===== src/rtl/pcie_legacyint_pkg.sv =====
// pcie_legacyint_pkg
// Shared definitions for the root-port legacy INTx receiver: the per-line
// virtual-wire state encoding, the Assert/Deassert_INTx message codes and the
// number of INTx lines.
package pcie_legacyint_pkg;

  localparam int NUM_INTX = 4;

  typedef enum logic [1:0] {
    LINE_IDLE      = 2'd0,
    LINE_PENDING   = 2'd1,
    LINE_SERVICING = 2'd2
  } line_state_e;

  localparam logic [7:0] ASSERT_INTA   = 8'h20;
  localparam logic [7:0] ASSERT_INTB   = 8'h21;
  localparam logic [7:0] ASSERT_INTC   = 8'h22;
  localparam logic [7:0] ASSERT_INTD   = 8'h23;
  localparam logic [7:0] DEASSERT_INTA = 8'h24;
  localparam logic [7:0] DEASSERT_INTB = 8'h25;
  localparam logic [7:0] DEASSERT_INTC = 8'h26;
  localparam logic [7:0] DEASSERT_INTD = 8'h27;

  // All eight INTx codes share the upper five bits; bit 2 selects deassert,
  // bits 1:0 select the line.
  function automatic logic is_intx_code(input logic [7:0] code);
    return code[7:3] == ASSERT_INTA[7:3];
  endfunction

endpackage


===== src/rtl/pcie_legacyint_line_fsm.sv =====
// pcie_legacyint_line_fsm
// Virtual-wire state machine for one INTx line.
// Ports:
//   clk, reset     : clock, synchronous active-high reset
//   intx_assert    : Assert_INTx for this line is being applied
//   intx_deassert  : Deassert_INTx for this line is being applied
//   grant          : host accepted the offer of this line
//   state          : current line state
//   err            : Deassert seen while IDLE (single-cycle pulse)
module pcie_legacyint_line_fsm
  import pcie_legacyint_pkg::*;
(
  input  logic        clk,
  input  logic        reset,
  input  logic        intx_assert,
  input  logic        intx_deassert,
  input  logic        grant,
  output line_state_e state,
  output logic        err
);

  line_state_e state_q, state_d;

  always_ff @(posedge clk) begin
    if (reset) state_q <= LINE_IDLE;
    else       state_q <= state_d;
  end

  // A deassert wins over a same-edge grant: the accept still happens on the
  // handshake, but the line ends up IDLE.
  always_comb begin
    state_d = state_q;
    err     = 1'b0;
    case (state_q)
      LINE_IDLE: begin
        if (intx_deassert)    err     = 1'b1;
        else if (intx_assert) state_d = LINE_PENDING;
      end
      LINE_PENDING: begin
        if (intx_deassert) state_d = LINE_IDLE;
        else if (grant)    state_d = LINE_SERVICING;
      end
      LINE_SERVICING: begin
        if (intx_deassert) state_d = LINE_IDLE;
      end
      default: state_d = LINE_IDLE;
    endcase
  end

  assign state = state_q;

endmodule


===== src/rtl/pcie_legacyint_receiver.sv =====
// pcie_legacyint_receiver
// Root-port receiver for legacy INTx messages. Decoded Assert/Deassert_INTx
// messages pass through a one-entry message register into four line FSMs;
// pending lines are offered to the host one at a time by a round-robin
// arbiter over a valid/ready handshake. Unexpected messages are counted.
// Optional feature macro: PCIE_INTX_SWIZZLE_EN (bridge swizzle of the target
// line by requester device number).
// Ports:
//   clk, reset     : clock, synchronous active-high reset
//   msg_valid_i    : message present
//   msg_ready_o    : message register free
//   msg_code_i     : message code (0x20..0x27 are INTx messages)
//   msg_dev_i      : requester device number (swizzle only)
//   irq_valid_o    : pending interrupt offered to host
//   irq_line_o     : offered line (0=A..3=D)
//   irq_ready_i    : host accepts offer
//   line_level_o   : per-line level, 1 while PENDING or SERVICING
//   err_cnt_o      : saturating count of unexpected messages
module pcie_legacyint_receiver
  import pcie_legacyint_pkg::*;
#(
  parameter int ERR_CNT_W = 8
) (
  input  logic                 clk,
  input  logic                 reset,
  input  logic                 msg_valid_i,
  output logic                 msg_ready_o,
  input  logic [7:0]           msg_code_i,
  input  logic [4:0]           msg_dev_i,
  output logic                 irq_valid_o,
  output logic [1:0]           irq_line_o,
  input  logic                 irq_ready_i,
  output logic [3:0]           line_level_o,
  output logic [ERR_CNT_W-1:0] err_cnt_o
);

  // First candidate found scanning base+1, base+2, ... wrapping; {found, line}.
  function automatic logic [2:0] rr_pick(input logic [NUM_INTX-1:0] cand,
                                         input logic [1:0]          base);
    logic [2:0] r;
    logic [1:0] idx;
    r = '0;
    for (int i = 1; i <= NUM_INTX; i++) begin
      idx = base + 2'(i);
      if (!r[2] && cand[idx]) r = {1'b1, idx};
    end
    return r;
  endfunction

  logic                reg_full;
  logic [7:0]          code_p0;
  logic [1:0]          line_sel;
  logic                code_ok;
  logic                bad_code;
  logic [NUM_INTX-1:0] assert_v;
  logic [NUM_INTX-1:0] deassert_v;
  logic [NUM_INTX-1:0] grant_v;
  logic [NUM_INTX-1:0] line_err;
  logic [NUM_INTX-1:0] cand;
  line_state_e         line_state [NUM_INTX];
  logic                accepted;
  logic                withdraw;
  logic [1:0]          rr_ptr;
  logic [1:0]          rr_base;
  logic [2:0]          pick;
  logic                err_inc;

  // ---- stage p0: one-entry message register ----
  assign msg_ready_o = !reg_full;

  always_ff @(posedge clk) begin
    if (reset)                  reg_full <= 1'b0;
    else if (reg_full)          reg_full <= 1'b0;
    else if (msg_valid_i)       reg_full <= 1'b1;
  end

  always_ff @(posedge clk) begin
    if (msg_valid_i && msg_ready_o) code_p0 <= msg_code_i;
  end

`ifdef PCIE_INTX_SWIZZLE_EN
  logic [1:0] dev_p0;
  logic [2:0] unused_dev;
  assign unused_dev = msg_dev_i[4:2];

  always_ff @(posedge clk) begin
    if (msg_valid_i && msg_ready_o) dev_p0 <= msg_dev_i[1:0];
  end

  assign line_sel = code_p0[1:0] + dev_p0;
`else
  logic [4:0] unused_dev;
  assign unused_dev = msg_dev_i;
  assign line_sel   = code_p0[1:0];
`endif

  // ---- stage p1: decode and apply to line FSMs ----
  always_comb begin
    code_ok    = reg_full && is_intx_code(code_p0);
    bad_code   = reg_full && !code_ok;
    assert_v   = '0;
    deassert_v = '0;
    if (code_ok) begin
      if (code_p0[2]) deassert_v[line_sel] = 1'b1;
      else            assert_v[line_sel]   = 1'b1;
    end
  end

  assign accepted = irq_valid_o && irq_ready_i;

  always_comb begin
    grant_v = '0;
    if (accepted) grant_v[irq_line_o] = 1'b1;
  end

  for (genvar g = 0; g < NUM_INTX; g++) begin : g_line
    pcie_legacyint_line_fsm u_fsm (
      .clk           (clk),
      .reset         (reset),
      .intx_assert   (assert_v[g]),
      .intx_deassert (deassert_v[g]),
      .grant         (grant_v[g]),
      .state         (line_state[g]),
      .err           (line_err[g])
    );
  end

  always_comb begin
    line_level_o = '0;
    for (int i = 0; i < NUM_INTX; i++) begin
      line_level_o[i] = (line_state[i] == LINE_PENDING) ||
                        (line_state[i] == LINE_SERVICING);
    end
  end

  // ---- stage p2: registered round-robin offer ----
  // Lines being withdrawn on this edge are never loaded, so a freshly loaded
  // offer always refers to a line that is still PENDING after the edge.
  always_comb begin
    cand = '0;
    for (int i = 0; i < NUM_INTX; i++) begin
      cand[i] = (line_state[i] == LINE_PENDING) && !deassert_v[i];
    end
    if (accepted) cand[irq_line_o] = 1'b0;
  end

  assign rr_base  = accepted ? irq_line_o : rr_ptr;
  assign pick     = rr_pick(cand, rr_base);
  assign withdraw = irq_valid_o && !irq_ready_i && deassert_v[irq_line_o];

  always_ff @(posedge clk) begin
    if (reset) begin
      irq_valid_o <= 1'b0;
      irq_line_o  <= '0;
      rr_ptr      <= '0;
    end else begin
      if (accepted) rr_ptr <= irq_line_o;
      if (!irq_valid_o || irq_ready_i) begin
        irq_valid_o <= pick[2];
        if (pick[2]) irq_line_o <= pick[1:0];
      end else if (withdraw) begin
        irq_valid_o <= 1'b0;
      end
    end
  end

  // At most one message is applied per edge, so at most one increment.
  assign err_inc = bad_code || (|line_err);

  always_ff @(posedge clk) begin
    if (reset)                         err_cnt_o <= '0;
    else if (err_inc && !(&err_cnt_o)) err_cnt_o <= err_cnt_o + ERR_CNT_W'(1);
  end

endmodule


===== config.mk =====
export PLATFORM = sky130hd
export DESIGN_NAME = pcie_legacyint_receiver
export DESIGN_NICKNAME = d
export VERILOG_FILES = /design/src/rtl/pcie_legacyint_pkg.sv /design/src/rtl/pcie_legacyint_line_fsm.sv /design/src/rtl/pcie_legacyint_receiver.sv
export SDC_FILE = /design/constraint.sdc
export NUM_CORES = 1
export LEC_CHECK = 0
export CORE_UTILIZATION = 55
export CTS_CLUSTER_DIAMETER = 200
export DETAILED_ROUTE_END_ITERATION = 10
export GPL_ROUTABILITY_DRIVEN = 0
export PLACE_DENSITY = 0.84
export SLEW_MARGIN = 25
export SYNTH_ARGS = -nofsm -noshare
export SYNTH_HDL_FRONTEND = slang
export SYNTH_SLANG_ARGS = --single-unit

===== constraint.sdc =====
create_clock -name clk -period 3.92 [get_ports clk]
set_input_delay 0.392 -clock clk [delete_from_list [all_inputs] [get_ports clk]]
set_output_delay 0.392 -clock clk [all_outputs]
set_load 0.05 [all_outputs]

Yosys cells after proc, flatten, opt, wreduce, memory -nomap -nowiden. Cells that the tools add are included.

Bitwise logic cells: 2. Equality and inequality tests: 25. $lt $le $gt $ge: 8. Muxes and demuxes: 60. Add/sub/neg operators: 4. Reduce and logical (&&, ||, !) cells: 47.

Operator list (count): $mux W2 (21); $mux W4 (6); $ne A2 B2 Y1 const B (12); $pmux W2 S3 (4); $lt A2 B3 Y1 const B (6); $mux W1 (18); $logic_and A1 B1 Y1 (16); $reduce_and A4 Y1 (4); $logic_not A1 Y1 (12); $mux W3 (4); $ne A3 B3 Y1 const B (4); $bmux W1 S2 (5); $add A8 B1 Y8 const B (1); $eq A2 B1 Y1 const B (4); $eq A2 B2 Y1 const B (4); $logic_not A2 Y1 (4); $reduce_and A8 Y1 (1); $logic_or A1 B1 Y1 (6); $eq A5 B3 Y1 const B (1); $add A2 B2 Y2 const B (2); $and A4 B4 Y4 (1); $demux W1 S2 (2); $ge A2 B1 Y1 const B (2); $not A4 Y4 (1); other kinds (5) (5).

Logic and storage cells: 156. Output and inout bits: 16. Input bits: 17. Register bits after elaboration: 30.

Logic depth before layout (Yosys ltp).
Depth in word-level cells: 23. Depth in mapped cells: 9. Depth with buffers taken out: 8.

Hierarchy. From an unflattened synthesis, not the netlist that was laid out.

Cell total of the unflattened synthesis: 199. Area, all modules: 1835.5 um2.

By module, submodules not included: pcie_legacyint_receiver (cells an instance 163, area an instance 1445.1 um2, instances 1, seq. area each 520.5 um2); pcie_legacyint_line_fsm (cells an instance 9, area an instance 97.6 um2, instances 4, seq. area each 40.0 um2).

Worst setup path after synthesis. Ideal clock, no wire load.

Path kind: register -> register. Start point: register g_line[3].u_fsm.state_q[0]. End point: register err_cnt_o[3]. Slack: 1949 ps. Clock period less this slack: 1971 ps. Data arrival time: 1844 ps. Path buffers: 1. Cell stages (with the launch flop): 10. Path through: dfxtp_1 inv_1 ha_1 mux4_2 and2_1 o221a_1 buf_6 nand4_1 xor2_1 nor2_1.

Longest elaborated chain between the ends: 5.

RTL lines: start: declaration (RTL line pcie_legacyint_line_fsm.sv:22) `line_state_e state_q, state_d;`; start signal: assignment (RTL line pcie_legacyint_line_fsm.sv:26) `else state_q <= state_d;`; $logic_not A2 Y1 (RTL line pcie_legacyint_line_fsm.sv:34) `case (state_q)`; $mux W1 (RTL line pcie_legacyint_line_fsm.sv:34); $reduce_or A4 Y1 (RTL line pcie_legacyint_receiver.sv:168) `assign err_inc = bad_code || (|line_err);`; $logic_or A1 B1 Y1 (RTL line pcie_legacyint_receiver.sv:168); $logic_and A1 B1 Y1 (RTL line pcie_legacyint_receiver.sv:172) `else if (err_inc && !(&err_cnt_o)) err_cnt_o <= err_cnt_o + ERR_CNT_W'(1);`; end signal: assignment (RTL line pcie_legacyint_receiver.sv:172); end: declaration (RTL line pcie_legacyint_receiver.sv:34) `output logic [ERR_CNT_W-1:0] err_cnt_o`.

No other way between the ends. A chain may end at the register's enable or synchronous reset.

Worst setup path in the final report.
Start point: register g_line[1].u_fsm.state_q[0]. End point: output port line_level_o[1].

Longest elaborated chain between the ends: 2. Elaborated cells on any way between the ends: 3. Those cells by class: eq/ne (2); reduce/logical (1).

RTL lines: start: declaration (RTL line pcie_legacyint_line_fsm.sv:22); start signal: assignment (RTL line pcie_legacyint_line_fsm.sv:26); $eq A2 B1 Y1 / $eq A2 B2 Y1 (equally long branches) (RTL line pcie_legacyint_receiver.sv:131, pcie_legacyint_receiver.sv:132); $logic_or A1 B1 Y1 (*) (RTL line pcie_legacyint_receiver.sv:131) `line_level_o[i] = (line_state[i] == LINE_PENDING) ||`; end: declaration (RTL line pcie_legacyint_receiver.sv:33) `output logic [3:0] line_level_o,`.

Every way passes the cells marked *; elsewhere a longest branch is shown, timed or not.

==> flow_summary.rst <==
.. list-table::
   :header-rows: 1

   * - Metric
     - Value
   * - Path type of the worst min-delay path
     - reg2reg
   * - Global-route congestion overflow total
     - 0
   * - Main area contributors after synthesis
     - sky130_fd_sc_hd__dfxtp_1 27%, sky130_fd_sc_hd__edfxtp_1 15%, sky130_fd_sc_hd__ha_1 9.8%
   * - Final-stage net count
     - 235
   * - Total CTS buffers
     - 5
   * - VDD IR-drop max
     - 0.000232 V
   * - Number of vias in the routed layout
     - 1413
   * - Number of buffers on the longest clock path
     - 2
   * - Via count of the first global-routing pass
     - 1426
   * - Kind of capture point of the worst setup path
     - output port
   * - Share of final-layout standard cells stronger than drive strength 1
     - 0.0680
   * - Number of levels the H-tree was split into
     - 2
   * - Average wire per cell in the routed design
     - 15.0 um
   * - Clock sink count
     - 30
   * - Wire length of the first global-routing pass
     - 6310 um
   * - Crit path DAT
     - 1.87 ns
   * - Slew at the pin with the worst max-slew slack
     - 0.863 ns
   * - First-pass iteration count of the detailed router
     - 4
   * - Final wirelength
     - 3560 um
   * - Total power density per cell area
     - 301 nW/um^2
   * - Number of different library cells in the post-synthesis netlist
     - 38
   * - Minimum clock period after layout
     - 2.26 ns
   * - WS Path Type
     - reg2out
   * - Die area
     - 3230 um^2
   * - Leak pwr
     - 0.720 nW
   * - Hold violation count in the final report
     - 0
   * - Total Routing Usage GR
     - 0.254
   * - Antenna violations before repair
     - 0
   * - Final-report max-slew violation count
     - 0
   * - Clock Tree Root
     - sky130_fd_sc_hd__clkbuf_4
   * - Die Ht
     - 56.8 um
   * - Type of element launching the critical path
     - flip-flop
   * - Proportion of netlist area held by the largest area contributor
     - 0.267
   * - DP Wirelength
     - 2660 um
   * - # port buffers
     - 27
   * - Pin count of the biggest net entering global routing
     - 24
   * - # diodes
     - 0
   * - MaxCap Viol Count
     - 0
   * - Cell type contributing the most total cell area after synthesis
     - sky130_fd_sc_hd__dfxtp_1
   * - Area of the placeable core
     - 2810 um^2
   * - Site Rows
     - 19
   * - Post-route antenna net violation count
     - 0
   * - Worst relative slew slack
     - 0.423
   * - Final-layout fill cell count
     - 223
   * - Effective utilization at floorplan
     - 0.589
   * - Clock latency reported for the late side of the worst-skew pair
     - 0.33 ns
   * - Fin crit share
     - 0.577
   * - IO Count
     - 33
   * - Top flip-flop cell by instance count after synthesis
     - sky130_fd_sc_hd__dfxtp_1
   * - Total nets after synthesis
     - 206
   * - Setup violations, final
     - 0
   * - Setup TNS Final
     - 0 ns
   * - Async set or reset register ratio after synthesis
     - 0
   * - Final worst clock skew
     - 0.00246 ns
   * - Most used cells in the layout excluding fill and tap cells
     - 27 x sky130_fd_sc_hd__clkdlybuf4s50_1, 22 x sky130_fd_sc_hd__dfxtp_1, 20 x sky130_fd_sc_hd__nor2_1
   * - Total area of sequential cells
     - 681 um^2
   * - Required time of the worst setup path
     - 3.53 ns
   * - Setup repair after global routing missed its margin
     - no
   * - Total power
     - 0.598 mW
   * - R2r setup slk
     - 1.73 ns
   * - Post-CTS repair timing setup buffer count
     - 0
   * - Synthesized area
     - 1650 um^2
   * - DRT iter0 DRCs
     - 58
   * - TritonCTS clock tree
     - done
   * - Warnings from Yosys
     - 0
   * - Count of state elements after synthesis
     - 30
   * - Number of flops mapped to enable cells by yosys
     - 8
   * - Leading cell type in the layout, fill and taps excluded
     - sky130_fd_sc_hd__clkdlybuf4s50_1
   * - Die Wd
     - 56.8 um
   * - Syn_area_per_cell
     - 9.38 um^2
   * - Number of remaining DRC errors
     - 0
   * - Hold Slack
     - 0.502 ns
   * - Relative area change from synthesis to final layout
     - 20.3%
   * - Resized Gates After CTS
     - 0
   * - Area occupied by multi-input gates
     - 892 um^2
   * - Maximum fanout along the worst path
     - 3
   * - Timing-limited maximum frequency
     - 0.442 GHz
   * - Portion of the post-synthesis area used by sequential elements
     - 0.412
   * - Post-CTS Hold Fix Bufs
     - 0
   * - Avg Vias per Cell
     - 5.96
   * - Result of the run
     - complete, no violations
   * - Instance count of the mapped netlist
     - 176
   * - Clk slew on worst S/H paths
     - 0.09 ns
-- sequential cells by signal, indices dropped and copies added, names as in the netlist --
signal              count
code_p0                 8
err_cnt_o               8
g_line.u_fsm.state      8
irq_line_o              2
irq_valid_o             1
reg_full                1
rr_ptr                  2
-- power by group --
group | switching, mW | leakage, nW | internal, mW
combinational | 0.0378 | 0.430 | 0.0298
clock | 0.105 | 0.0353 | 0.0868
sequential | 0.0102 | 0.255 | 0.328
-- per-layer routing --
metal / wire, um / vias up / GRT usage
met5: 0 / - / 0
met3: 178 / 10 / 0.0576
met1: 1520 / 676 / 0.304
met2: 1780 / 46 / 0.427
li1: - / 681 / -
met4: 74 / 0 / 0.129
-- cells by family (layout without fill, tap and decap cells) --
group,count (synthesis),after routing,synth area share
mux,6,6,0.0447
compound gates,25,25,0.106
flops,30,30,0.412
simple gates,76,76,0.243
fa+ha+maj,13,13,0.0985
buf+inv,17,47,0.0477
xor+xnor,9,9,0.0477
-- cell usage after synthesis, types with 4 or more instances --
| cell type | count |
|---|---|
| sky130_fd_sc_hd__xor2_1 | 6 |
| sky130_fd_sc_hd__and3_1 | 4 |
| sky130_fd_sc_hd__a221oi_1 | 4 |
| sky130_fd_sc_hd__nand2_1 | 15 |
| sky130_fd_sc_hd__a21oi_1 | 9 |
| sky130_fd_sc_hd__mux2i_1 | 4 |
| sky130_fd_sc_hd__nand4_1 | 4 |
| sky130_fd_sc_hd__edfxtp_1 | 8 |
| sky130_fd_sc_hd__nand3_1 | 12 |
| sky130_fd_sc_hd__dfxtp_1 | 22 |
| sky130_fd_sc_hd__nor2_1 | 20 |
| sky130_fd_sc_hd__nor2b_1 | 5 |
| sky130_fd_sc_hd__ha_1 | 13 |
| sky130_fd_sc_hd__inv_1 | 12 |
-- worst paths after layout --
| kind | from | to | depth (start not counted) |
|---|---|---|---|
| max | g_line[1].u_fsm.state[0] | line_level_o[1] | 3 |
| min | g_line[3].u_fsm.state[1] | g_line[3].u_fsm.state[1] | 2 |
| max reg2reg | g_line[1].u_fsm.state[0] | err_cnt_o[3] | 8 |
| min reg2reg | g_line[3].u_fsm.state[1] | g_line[3].u_fsm.state[1] | 2 |
-- critical path, cell delays in order (launching register included) --
cell                              delay (ns)
sky130_fd_sc_hd__dfxtp_1                0.38
sky130_fd_sc_hd__inv_1                  0.07
sky130_fd_sc_hd__ha_1                   0.28
sky130_fd_sc_hd__clkdlybuf4s50_1        0.80
-- through the flow --
stage                     setup slack (ns)  instance area, um^2   util  std cells
after floorplan                       1.95                 1650      -        176
after global placement                1.71                 1930  0.687        229
after detailed placement              1.69                 1930  0.687        229
after CTS                             1.64                 1990  0.708        237
after global routing                  1.58                 1990  0.708        237
final                                 1.66                 1990  0.708        237
-- cell type report --
class / count / area share
Timing Repair Buffer: 27 / 0.136
Multi-Input combinational cell: 129 / 0.449
Tap cell: 31 / 0.0195
Inverter: 12 / 0.0227
Clock inverter: 1 / 0.00252
Clock buffer: 7 / 0.0277
Sequential cell: 30 / 0.343
Power figures use the tool's default switching activity.
